===== src/rtl/bcd_pkg.sv =====
// Shared types and helpers for the BCD stopwatch controller and its digit counters.
package bcd_pkg;

    typedef enum logic [1:0] {
        IDLE,
        RUN,
        PAUSE,
        OVF
    } state_t;

    localparam logic [3:0]  BCD_MAX    = 4'd9;
    localparam int unsigned MAX_DIGITS = 16;

    // The vector is zero-padded to MAX_DIGITS nibbles; only the low 'digits' nibbles are inspected.
    function automatic logic all_nines(input logic [4*MAX_DIGITS-1:0] v, input int unsigned digits);
        logic r;
        r = 1'b1;
        for (int unsigned i = 0; i < MAX_DIGITS; i++) begin
            if (i < digits && v[4*i +: 4] != BCD_MAX) begin
                r = 1'b0;
            end
        end
        return r;
    endfunction

endpackage


===== src/rtl/bcd_stopwatch_ctrl_digit.sv =====
// Single modulo-10 BCD digit counter with synchronous clear and increment enable.
module bcd_digit
    import bcd_pkg::*;
(
    input  logic       clk,
    input  logic       reset,
    input  logic       clr,
    input  logic       inc,
    output logic [3:0] q,
    output logic       is_nine
);

    logic [3:0] q_q, q_d;

    always_comb begin
        q_d = q_q;
        if (clr) begin
            q_d = '0;
        end else if (inc) begin
            q_d = (q_q == BCD_MAX) ? '0 : q_q + 4'd1;
        end
    end

    always_ff @(posedge clk) begin
        if (reset) begin
            q_q <= '0;
        end else begin
            q_q <= q_d;
        end
    end

    assign q       = q_q;
    assign is_nine = (q_q == BCD_MAX);

endmodule


===== src/rtl/bcd_stopwatch_ctrl.sv =====
// Start/stop/clear stopwatch sequencer: FSM-gated prescaler feeding a carry chain of BCD digits, with lap capture.
module bcd_stopwatch_ctrl
    import bcd_pkg::*;
#(
    parameter  int unsigned DIGITS   = 4,
    parameter  int unsigned PRESCALE = 10,
    localparam int unsigned PS_W     = $clog2(PRESCALE + 1)
) (
    input  logic                clk,
    input  logic                reset,
    input  logic                start,
    input  logic                stop,
    input  logic                clear,
    input  logic                lap,
    output logic [4*DIGITS-1:0] bcd,
    output logic [4*DIGITS-1:0] lap_bcd,
    output logic                lap_valid,
    output logic                tick,
    output logic                running,
    output logic                overflow
);

    localparam logic [PS_W-1:0] PS_LAST = PS_W'(PRESCALE - 1);

    state_t              state_q, state_d;
    logic [PS_W-1:0]     ps_q, ps_d;
    logic [4*DIGITS-1:0] lap_bcd_q, lap_bcd_d;
    logic                lap_valid_q, lap_valid_d;

    logic                ps_hit;
    logic                full;
    logic                cnt_en;
    logic                lap_acc;
    logic [DIGITS-1:0]   nine;
    logic [DIGITS-1:0]   inc;
    logic [4*MAX_DIGITS-1:0] bcd_pad;

    // stop and clear both outrank the tick, so a coincident pulse suppresses it
    assign ps_hit  = (state_q == RUN) && !clear && !stop && (ps_q == PS_LAST);
    assign cnt_en  = ps_hit && !full;
    assign lap_acc = lap && !clear && (state_q != IDLE);

    always_comb begin
        bcd_pad = '0;
        bcd_pad[4*DIGITS-1:0] = bcd;
    end

    assign full = all_nines(bcd_pad, DIGITS);

    always_ff @(posedge clk) begin
        if (reset) begin
            state_q <= IDLE;
        end else begin
            state_q <= state_d;
        end
    end

    always_comb begin
        state_d = state_q;
        if (clear) begin
            state_d = IDLE;
        end else begin
            unique case (state_q)
                IDLE:    if (start) state_d = RUN;
                RUN: begin
                    if (stop) begin
                        state_d = PAUSE;
                    end else if (ps_hit && full) begin
                        state_d = OVF;
                    end
                end
                PAUSE:   if (start) state_d = RUN;
                OVF:     state_d = OVF;
                default: state_d = IDLE;
            endcase
        end
    end

    always_comb begin
        tick     = ps_hit;
        running  = (state_q == RUN);
        overflow = (state_q == OVF);
    end

    always_comb begin
        ps_d = ps_q;
        if (clear) begin
            ps_d = '0;
        end else if (state_q == RUN && !stop) begin
            ps_d = ps_hit ? '0 : ps_q + PS_W'(1);
        end
    end

    always_comb begin
        lap_bcd_d   = lap_acc ? bcd : lap_bcd_q;
        lap_valid_d = lap_acc;
    end

    always_ff @(posedge clk) begin
        if (reset) begin
            ps_q        <= '0;
            lap_bcd_q   <= '0;
            lap_valid_q <= 1'b0;
        end else begin
            ps_q        <= ps_d;
            lap_bcd_q   <= lap_bcd_d;
            lap_valid_q <= lap_valid_d;
        end
    end

    assign lap_bcd   = lap_bcd_q;
    assign lap_valid = lap_valid_q;

    // digit i advances when the gated tick is present and every lower digit reads nine
    for (genvar i = 0; i < DIGITS; i++) begin : g_digit
        localparam logic [DIGITS-1:0] LOW = {DIGITS{1'b1}} >> (DIGITS - i);

        assign inc[i] = cnt_en && (&(nine | ~LOW));

        bcd_digit u_digit (
            .clk     (clk),
            .reset   (reset),
            .clr     (clear),
            .inc     (inc[i]),
            .q       (bcd[4*i +: 4]),
            .is_nine (nine[i])
        );
    end

endmodule

===== config.mk =====
export PLATFORM = sky130hd
export DESIGN_NAME = bcd_stopwatch_ctrl
export DESIGN_NICKNAME = d
export VERILOG_FILES = /design/src/rtl/bcd_pkg.sv /design/src/rtl/bcd_stopwatch_ctrl_digit.sv /design/src/rtl/bcd_stopwatch_ctrl.sv
export SDC_FILE = /design/constraint.sdc
export NUM_CORES = 1
export LEC_CHECK = 0
export BUFFER_PORTS_ARGS = -buffer_cell sky130_fd_sc_hd__buf_2
export CORE_UTILIZATION = 50
export CTS_BUF_LIST = sky130_fd_sc_hd__clkbuf_4
export DETAILED_ROUTE_END_ITERATION = 10
export GPL_TIMING_DRIVEN = 0
export PLACE_DENSITY_LB_ADDON = 0.2
export SYNTH_ARGS = -nofsm -noshare
export SYNTH_HDL_FRONTEND = slang
export SYNTH_HIERARCHICAL = 1
export SYNTH_SLANG_ARGS = --single-unit

===== constraint.sdc =====
create_clock -name clk -period 2 [get_ports clk]
set_input_delay 0 -clock clk [delete_from_list [all_inputs] [get_ports clk]]
set_output_delay 0 -clock clk [all_outputs]
set_load 0.02 [all_outputs]

==> reports/summary.log, run 1 <==
[cts] TritonCTS clock tree done
[cells_and_area] area used by multi-input combinational logic 1100 um2
[power_and_ir_drop] cell internal pwr 0.943 mW
[cts] number of H-tree levels 2
[cells_and_area] utilization after layout 67.4%
[setup_path] slowest library cell on the worst path dfxtp_4
[setup_path] worst-path fanout max 6
[power_and_ir_drop] leak pwr 0.894 nW
[cells_and_area] ratio of cells with drive above 1 in the final layout 35.6%
[cts] CTS Buf Count 5
[cts] clock sink total 39
[floorplan] core region area 3470 um2
[setup_path] Worst setup EP type flop
[timing] maximum achievable frequency 0.518 GHz
[power_and_ir_drop] clock network fraction of design power 32.6%
[placement] total of buffers placed on input and output ports 41
[global_routing] most heavily used metal layer in global routing met2
[placement] post-placement cell area 2140 um2
[cells_and_area] net count reported at finish 271
[detailed_routing] Routed Wire Length 4280 um
[timing] count of pins over their slew limit 0
[setup_path] worst path required time 2.29 ns
[power_and_ir_drop] total chip power 1.25 mW
[power_and_ir_drop] total power per unit cell area 537 nW/um2
[cts] largest buffer count on any clock path 2
[timing] clk_skew 0.00972 ns
[floorplan] area of the die 3990 um2
[power_and_ir_drop] peak supply drop 0.000410 V
[placement] DPL Wire Length 2850 um
[timing] Slew @ Worst Pin 0.455 ns
[global_routing] total gr overflow 0
[setup_path] crit path launch type flop
[global_routing] number of antenna violations at the first check in global routing 0
[power_and_ir_drop] share of total power in sequential cells 62.1%
[global_routing] Global Route met3 Usage 4.53%
[floorplan] Die X-Extent 63.2 um
[setup_path] Arrival @ worst endpoint 2.22 ns
[cts] cell at the root of the clock tree clkbuf_4
[synth] synthesized area 1870 um2
[floorplan] std cell rows 21
[detailed_routing] average routed wire per standard cell 13.8 um
[setup_path] critical path, cell by cell inv_4 > ha_4 > and4bb_4 > nand2_4 > nor4_4 > nand2_1 > a211o_1 > a211oi_2
[floorplan] Die H 63.2 um
[floorplan] Boundary Pins 42
[synth] gate count of the mapped netlist 207
[job] Max-cap violations 0
[detailed_routing] total DRC errors in the routed layout 0
[power_and_ir_drop] switching share of power 24.8%
[global_routing] largest net degree at the start of global routing 21
[cells_and_area] Area Overhead vs Synth 24.9%
[cells_and_area] Register Area 791 um2
[worst_hold_path] Min-Delay Path Class input port to flop
[timing] share of the cycle needed by the critical path after routing 96.6%
[cells_and_area] antenna diode count 0
[detailed_routing] first-iteration detailed-routing DRC count 67
[setup_path] critical path class flop to flop
[floorplan] Initial Utilization 54.0%
[power_and_ir_drop] total net switching power 0.311 mW
[detailed_routing] vias per cell 5.50
[power_and_ir_drop] combinational fraction of design power 5.3%
[global_routing] first-pass GRT wire length 7070 um
[detailed_routing] remaining antenna violation count 0
[synth] warning count from the yosys run 6
[setup_path] maximum cell stage delay along the critical path 0.38 ns
[detailed_routing] number of vias after detailed routing 1704
[synth] net count after synthesis 215
[timing] post-layout minimum cycle time 1.93 ns
[cells_and_area] final-layout fill cell count 305
[timing] worst hold slack 0.0609 ns
[cts] clock slew seen by the registers of the worst setup and hold paths 0.12 ns
[run_status] result of the run completed
[global_routing] fraction of met2 tracks used by global routing 37.8%
[global_routing] met1 track demand over resource 28.6%
[timing] relative slew slack 69.7%
[timing] Hold Fails Final Rpt 0
[cts] clock insertion delay at the later pin of the skew report 0.35 ns
[global_routing] vias in the first global route 1493
[detailed_routing] DR pass1 iterations 4
[synth] Avg Synthesized Cell Area 9.04 um2
[global_routing] aggregate global-route resource usage 22.7%
[cells_and_area] final non-filler cell area 2340 um2
[timing] final setup slack of the worst path 0.0688 ns
[timing] unrepaired setup endpoints after global routing true
[placement] routability cong. 0.824
[placement] worst slack after detailed placement -0.153 ns
[timing] Final setup violation count 0
[power by group through the flow]
| stage | clock [mW] | sequential [mW] | combinational, mW |
|---|---|---|---|
| after floorplan | 0 | 0.798 | 0.0297 |
| after global placement | 0 | 0.798 | 0.0595 |
| after detailed placement | 0 | 0.798 | 0.0599 |
| after CTS | 0.416 | 0.781 | 0.0632 |
| after global routing | 0.454 | 0.780 | 0.0723 |
| final | 0.409 | 0.779 | 0.0659 |
[flip-flops by register name, summed over array words and instances, names as in the netlist]
name / flops
g_digit.u_digit/q: 16
lap_bcd: 16
ps_q: 4
state_q: 2
lap_valid: 1
[worst max-delay path, delay by kind of cell, from the launching register on]
kind / cells / cell delay (ns)
AO/OA/AOI/OAI: 2 / 0.49
adder cells (fa/ha/maj): 1 / 0.11
buffers and inverters: 1 / 0.05
flip-flops: 1 / 0.38
AND/OR/NAND/NOR: 4 / 0.83
[area by class of cell]
cell class | instances | area share [%]
Multi-Input combinational cell | 152 | 47.0
Sequential cell | 39 | 33.8
Timing Repair Buffer | 49 | 11.6
Tap cell | 46 | 2.46
Clock buffer | 6 | 1.93
Inverter | 8 | 1.39
Buffer | 8 | 1.28
Clock inverter | 2 | 0.535
[routing by layer]
layer	vias up	part of all wire [%]
met1	790	46
met4	0	1.5
met3	5	3.6
met5	-	0
li1	871	-
met2	38	48
[final timing paths]
path / start / endpoint / slack [ns] / cells after the start
max: ps_q[1]$_SDFFE_PP0N_ / g_digit[3].u_digit/q[1]$_SDFFE_PP0P_ / 0.07 / 8
min reg2reg: lap_bcd[6]$_SDFFE_PP0P_ / lap_bcd[6]$_SDFFE_PP0P_ / 0.48 / 2
max reg2reg: ps_q[1]$_SDFFE_PP0N_ / g_digit[3].u_digit/q[1]$_SDFFE_PP0P_ / 0.07 / 8
min: reset / g_digit[3].u_digit/q[1]$_SDFFE_PP0P_ / 0.06 / 2
[what timing repair did]
action	CTS	global route
pin swaps	1	4
endpoints found under the hold margin	1	0
hold buffers	2	0
resized for setup	7	13
endpoints found under the setup margin	9	9
buffers inserted	1	5
[stage by stage]
stage / setup TNS [ns] / std cells
after CTS: 0 / 305
after global placement: -0.665 / 294
final: 0 / 310
after detailed placement: -0.623 / 294
after floorplan: 0 / 207
after global routing: -0.0350 / 310
[placed cells by master, fill, tap and decap left out, drive strengths merged]
cell and instances:
nand3 4, or2 1, nor3 10, clkbuf 14, ha 2, nor4 1, xnor2 8, clkinvlp 1
a211o 4, buf 47, nand2b 2, and4bb 4, clkinv 1, a311oi 1, and4 1, and2 1
and2b 4, dlygate4sd3 2, a211oi 8, inv 8, or4 1, a31o 1, nor4bb 4, nor3b 2
and4b 4, nor2 3, a41o 1, dfxtp 39, or3 2, nand2 12, a21oi 21, a41oi 1
nor2b 5, o21ai 27, or3b 17
No activity file was read; power rests on OpenSTA's default activity.
==> run 2: changes to the inputs <==
ABC_AREA = 1   (was not set)
CORE_UTILIZATION = 37   (was 50)
==> run 2 against run 1 <==
Sequential share of layout area fell by 0.25 points. Clock power fell by 8.6%. Via count rose by 0.47%. Clock skew fell by 0.0074 ns. Highest routed layer unchanged.
==> reports/summary.log, run 2 <==
[run_status] result of the run completed
[worst_hold_path] Hold Crit Start clear
[detailed_routing] first-iteration detailed-routing DRC count 67
[power_and_ir_drop] total power per unit cell area 549 nW/um2
[power_and_ir_drop] peak supply drop 0.000241 V
[setup_path] critical path, cell by cell nor2_1 > nand2_1 > nor2_1 > nand2_1 > nand2_4 > nor2_4 > nand2_2 > nor3_4 > nand2_1 > nor2_4 > nand3_1 > nand2_1 > nor2_1
[cts] number of H-tree levels 2
[timing] maximum achievable frequency 0.551 GHz
[cts] clock insertion delay at the later pin of the skew report 0.33 ns
[setup_path] worst path required time 2.24 ns
[detailed_routing] DR top layer met4
[detailed_routing] met3 wirelength from detailed routing 143 um
[timing] post-layout minimum cycle time 1.81 ns
[cells_and_area] utilization after layout 46.1%
[cts] largest buffer count on any clock path 2
[power_and_ir_drop] leak pwr 1.09 nW
[job] Max-cap violations 0
[cts] CTS Buf Count 5
[detailed_routing] number of vias after detailed routing 1712
[placement] worst slack after detailed placement 0.0978 ns
[detailed_routing] remaining antenna violation count 0
[timing] Final setup violation count 0
[global_routing] number of antenna violations at the first check in global routing 0
[timing] final setup slack of the worst path 0.186 ns
[global_routing] vias in the first global route 1523
[cts] clock sink total 39
[worst_hold_path] end point of the worst hold path g_digit[0].u_digit/q[1]$_SDFFE_PP0P_
[timing] unrepaired setup endpoints after global routing false
[setup_path] Arrival @ worst endpoint 2.06 ns
[cells_and_area] antenna diode count 0
[placement] post-placement cell area 2240 um2
[cts] buffers inserted by post-CTS timing repair 0
[cells_and_area] ratio of cells with drive above 1 in the final layout 34.0%
[setup_path] worst r2r dst g_digit[3].u_digit/q[3]$_SDFFE_PP0P_
[synth] net count after synthesis 272
[synth] Avg Synthesized Cell Area 7.38 um2
[placement] routability cong. 0.824
[global_routing] aggregate global-route resource usage 15.9%
[setup_path] maximum cell stage delay along the critical path 0.48 ns
[floorplan] Die H 74.6 um
[timing] share of the cycle needed by the critical path after routing 90.7%
[detailed_routing] average routed wire per standard cell 10.2 um
[floorplan] area of the die 5560 um2
[cts] cell at the root of the clock tree clkbuf_4
[worst_hold_path] Hold Path Depth 4
[detailed_routing] metal2 WL 1760 um
[detailed_routing] vias per cell 4.45
[detailed_routing] Routed Wire Length 3910 um
[cells_and_area] final non-filler cell area 2340 um2
[floorplan] Initial Utilization 38.4%
[cells_and_area] most common cell after layout, fill and taps aside nor2_1
[synth] synthesized area 1950 um2
[setup_path] source of the worst register-to-register timing path g_digit[3].u_digit/q[1]$_SDFFE_PP0P_
[placement] DPL Wire Length 2990 um
[setup_path] slowest library cell on the worst path dfxtp_1
[timing] relative slew slack 75.8%
[floorplan] core region area 5070 um2
[cells_and_area] top library cells by usage in the layout, fill and taps aside nor2_1, buf_2, nand2_1, dfxtp_1, inv_1
[cts] clock slew seen by the registers of the worst setup and hold paths 0.10 ns
[setup_path] dominant cell type by count on the critical path nand2_1
[global_routing] first-pass GRT wire length 6680 um
[worst_hold_path] Min-Delay Path Class input port to flop
[detailed_routing] total DRC errors in the routed layout 0
[cells_and_area] final-layout fill cell count 537
[timing] count of pins over their slew limit 0
[detailed_routing] length of routed wiring on met1 1940 um
[floorplan] Die X-Extent 74.6 um
[placement] total of buffers placed on input and output ports 41
[cells_and_area] Area Overhead vs Synth 20.1%
[cts] TritonCTS clock tree done
[timing] Sum Neg Setup Slack 0 ns
[detailed_routing] DR pass1 iterations 4
[global_routing] largest net degree at the start of global routing 11
[global_routing] total gr overflow 0
[setup_path] critical path class flop to flop
[setup_path] worst-path fanout max 7
[timing] clk_skew 0.00234 ns
[timing] Slew @ Worst Pin 0.362 ns
[setup_path] critical path launch point g_digit[3].u_digit/q[1]$_SDFFE_PP0P_
[synth] warning count from the yosys run 6
[synth] gate count of the mapped netlist 264
[setup_path] setup slack, reg-to-reg 0.19 ns
[floorplan] Boundary Pins 42
[setup_path] crit path launch type flop
[cells_and_area] net count reported at finish 324
[timing] Hold Fails Final Rpt 0
[floorplan] std cell rows 26
[setup_path] Worst setup EP type flop
[setup_path] number of cell instances on the worst register-to-register path 13
run 2: worst max-delay path, delay by kind of cell, from the launching register on:
family        cells  cell delay (ns)
simple gates     13             1.24
flops             1             0.48
run 2: layer usage:
| metal | track usage (%) | vias up |
|---|---|---|
| met5 | 0 | - |
| met4 | 6.29 | 0 |
| li1 | - | 922 |
| met3 | 4.20 | 6 |
| met2 | 24.8 | 26 |
| met1 | 20.9 | 758 |
run 2: how the worst max path moves through the flow:
stage                                                 endpoint  slack (ns)
after detailed placement  g_digit[3].u_digit/q[3]$_SDFFE_PP0P_         0.1
after CTS                 g_digit[3].u_digit/q[3]$_SDFFE_PP0P_        0.07
after global placement    g_digit[3].u_digit/q[3]$_SDFFE_PP0P_         0.1
final                     g_digit[3].u_digit/q[3]$_SDFFE_PP0P_        0.19
after floorplan           g_digit[3].u_digit/q[3]$_SDFFE_PP0P_        0.25
after global routing      g_digit[3].u_digit/q[3]$_SDFFE_PP0P_       0.005
run 2: what timing repair did:
action | in CTS | in global routing
gates resized for setup | 0 | 6
setup endpoints to repair | 0 | 6
hold endpoints to repair | 3 | 0
hold buffers | 4 | 0
run 2: final cells by class:
cell class	instances	area, um2	share of cell area (%)
Multi-Input combinational cell	175	957	40.9
Sequential cell	39	786	33.6
Timing Repair Buffer	45	245	10.5
Inverter	47	184	7.86
Tap cell	70	87.6	3.74
Clock buffer	6	45.0	1.93
Buffer	3	35.0	1.50
run 2: through the flow:
stage / hold slack (ns) / power, mW / instances
after detailed placement: 0.282 / 0.924 / 375
after floorplan: 0.0724 / 0.890 / 264
final: 0.0642 / 1.28 / 385
after global placement: 0.279 / 0.923 / 375
after CTS: 0.0659 / 1.31 / 385
after global routing: 0.0824 / 1.36 / 385
run 2: where the power goes:
| group | total [mW] | switching [mW] | leakage, nW | internal (mW) |
|---|---|---|---|---|
| clock | 0.374 | 0.235 | 0.0276 | 0.139 |
| sequential | 0.796 | 0.00778 | 0.317 | 0.788 |
| combinational | 0.114 | 0.0700 | 0.749 | 0.0440 |
| total | 1.28 | 0.313 | 1.09 | 0.971 |
==> run 3: changes to the inputs <==
CORE_UTILIZATION = 50   (was 37)
==> run 3 against run 2 <==
First-iteration DRC count up 31%. Hold slack worse by 0.027 ns. Die area fell by 25%. Global-route usage rose by 5.2 points. Final cell count down 5.2%. Flip-flop and latch count unchanged. Sequential share of layout area down 0.12 points. Cell area about the same. Critical path depth decreased by 3. Largest cell class unchanged.
==> reports/summary.log, run 3 (synthesis gave the netlist of run 2 again) <==
[run_status] result of the run completed
[timing] Final setup violation count 0
[power_and_ir_drop] leak pwr 1.11 nW
[placement] worst slack after detailed placement 0.126 ns
[power_and_ir_drop] clock network fraction of design power 36.1%
[setup_path] worst-path fanout max 5
[cts] clock sink total 39
[cts] TritonCTS clock tree done
[power_and_ir_drop] switching share of power 23.4%
[global_routing] first-pass GRT wire length 6820 um
[setup_path] number of cell instances on the worst register-to-register path 10
[detailed_routing] Routed Wire Length 3850 um
[detailed_routing] DR pass1 iterations 4
[floorplan] std cell rows 22
[power_and_ir_drop] total chip power 1.42 mW
[setup_path] Arrival @ worst endpoint 2.08 ns
[cts] cell at the root of the clock tree clkbuf_4
[cells_and_area] top library cells by usage in the layout, fill and taps aside nor2_1, buf_2, dfxtp_1, nand2_1, inv_1
[setup_path] source of the worst register-to-register timing path ps_q[0]$_SDFFE_PP0N_
[timing] Slew @ Worst Pin 0.328 ns
[power_and_ir_drop] total net switching power 0.333 mW
[detailed_routing] length of routed wiring on met1 1860 um
[timing] post-layout minimum cycle time 1.83 ns
[timing] share of the cycle needed by the critical path after routing 91.3%
[power_and_ir_drop] total power per unit cell area 608 nW/um2
[cts] CTS Buf Count 5
[floorplan] Die H 64.4 um
[cts] largest buffer count on any clock path 2
[setup_path] setup slack, reg-to-reg 0.17 ns
[detailed_routing] remaining antenna violation count 0
[detailed_routing] metal2 WL 1730 um
[placement] routability cong. 0.881
[cells_and_area] antenna diode count 0
[cts] number of H-tree levels 2
[global_routing] total gr overflow 0
[job] Max-cap violations 0
[cts] clock slew seen by the registers of the worst setup and hold paths 0.12 ns
[floorplan] Boundary Pins 42
[detailed_routing] first-iteration detailed-routing DRC count 88
[setup_path] Worst setup EP type flop
[setup_path] worst path required time 2.25 ns
[cells_and_area] Area Overhead vs Synth 20.2%
[power_and_ir_drop] share of total power in sequential cells 55.9%
[power_and_ir_drop] combinational fraction of design power 7.9%
[cells_and_area] final-layout fill cell count 381
[power_and_ir_drop] peak supply drop 0.000421 V
[timing] count of pins over their slew limit 0
[global_routing] number of antenna violations at the first check in global routing 0
[setup_path] crit path launch type flop
[timing] relative slew slack 78.1%
[cells_and_area] net count reported at finish 324
[timing] Sum Neg Setup Slack 0 ns
[detailed_routing] vias per cell 4.72
[cts] clock insertion delay at the later pin of the skew report 0.34 ns
[floorplan] core region area 3690 um2
[global_routing] largest net degree at the start of global routing 13
[floorplan] Initial Utilization 52.8%
[timing] maximum achievable frequency 0.547 GHz
[placement] total of buffers placed on input and output ports 41
[timing] Hold Fails Final Rpt 0
[setup_path] worst r2r dst g_digit[3].u_digit/q[3]$_SDFFE_PP0P_
[power_and_ir_drop] cell internal pwr 1.09 mW
[detailed_routing] number of vias after detailed routing 1722
[detailed_routing] average routed wire per standard cell 10.5 um
[detailed_routing] DR top layer met4
[setup_path] critical path class flop to flop
[timing] clk_skew 0.00740 ns
[global_routing] vias in the first global route 1613
[timing] final setup slack of the worst path 0.173 ns
[global_routing] aggregate global-route resource usage 21.1%
[cells_and_area] ratio of cells with drive above 1 in the final layout 33.4%
[detailed_routing] total DRC errors in the routed layout 0
[cells_and_area] most common cell after layout, fill and taps aside nor2_1
[cts] buffers inserted by post-CTS timing repair 0
[worst_hold_path] Hold Path Depth 4
[detailed_routing] met3 wirelength from detailed routing 211 um
[floorplan] area of the die 4150 um2
[floorplan] Die X-Extent 64.4 um
[worst_hold_path] end point of the worst hold path g_digit[2].u_digit/q[1]$_SDFFE_PP0P_
[worst_hold_path] Min-Delay Path Class input port to flop
[placement] DPL Wire Length 2870 um
[worst_hold_path] Hold Crit Start clear
[timing] unrepaired setup endpoints after global routing false
-- run 3: worst max path at each step --
stage | depth (start not counted) | slack (ns) | endpoint | start
CTS | 13 | 0.10 | g_digit[3].u_digit/q[3]$_SDFFE_PP0P_ | g_digit[2].u_digit/q[1]$_SDFFE_PP0P_
global route | 10 | 0.02 | g_digit[2].u_digit/q[3]$_SDFFE_PP0P_ | ps_q[0]$_SDFFE_PP0N_
detailed placement | 13 | 0.13 | g_digit[3].u_digit/q[3]$_SDFFE_PP0P_ | g_digit[2].u_digit/q[1]$_SDFFE_PP0P_
global placement | 10 | 0.12 | g_digit[3].u_digit/q[3]$_SDFFE_PP0P_ | ps_q[0]$_SDFFE_PP0N_
floorplan | 13 | 0.25 | g_digit[3].u_digit/q[3]$_SDFFE_PP0P_ | g_digit[1].u_digit/q[1]$_SDFFE_PP0P_
finish | 10 | 0.17 | g_digit[3].u_digit/q[3]$_SDFFE_PP0P_ | ps_q[0]$_SDFFE_PP0N_
-- run 3: layout make-up --
type                    instances  area (um2)  area share, %
multi-input cells             175         957           40.9
flip-flops and latches         39         783           33.5
repair buffers                 45         245           10.5
inverters                      47         184           7.86
well taps                      48        60.1           2.57
clock inverters                 3        38.8           1.66
clock buffers                   5        37.5           1.60
plain buffers                   3        35.0           1.50
-- run 3: worst max-delay path: stages, from the launching register on --
cell,delay [ns]
dfxtp_1,0.42
ha_1,0.19
nand4_2,0.21
nor2_4,0.21
nand2_2,0.11
nor3_4,0.19
nand2_1,0.14
nor2_4,0.11
nand3_1,0.07
nand2_1,0.07
nor2_1,0.04
-- run 3: what timing repair did --
| action | 4_1_cts | 5_1_grt |
|---|---|---|
| resized for setup | 0 | 4 |
| hold endpoints to repair | 3 | 0 |
| hold buffers | 4 | 0 |
| setup endpoints to repair | 0 | 5 |
-- run 3: power groups by stage --
stage | Sequential [mW] | Combinational [mW] | Clock (mW)
detailed placement | 0.814 | 0.108 | 0
global route | 0.798 | 0.126 | 0.573
CTS | 0.796 | 0.114 | 0.534
finish | 0.796 | 0.113 | 0.514
floorplan | 0.826 | 0.0641 | 0
global placement | 0.813 | 0.107 | 0
-- run 3: metrics by stage --
stage	utilization, %	area, um2	cells	hold WS (ns)
after floorplan	-	1950	264	0.0724
after global placement	60.0	2210	353	0.277
after detailed placement	60.0	2210	353	0.278
after CTS	63.2	2330	365	0.0393
after global routing	63.5	2340	365	0.0400
final	63.5	2340	365	0.0375
-- run 3: routing by layer --
layer	vias up	global-route usage, %
li1	927	-
met1	751	26.8
met2	40	34.1
met3	4	5.63
met4	0	8.33
met5	-	0
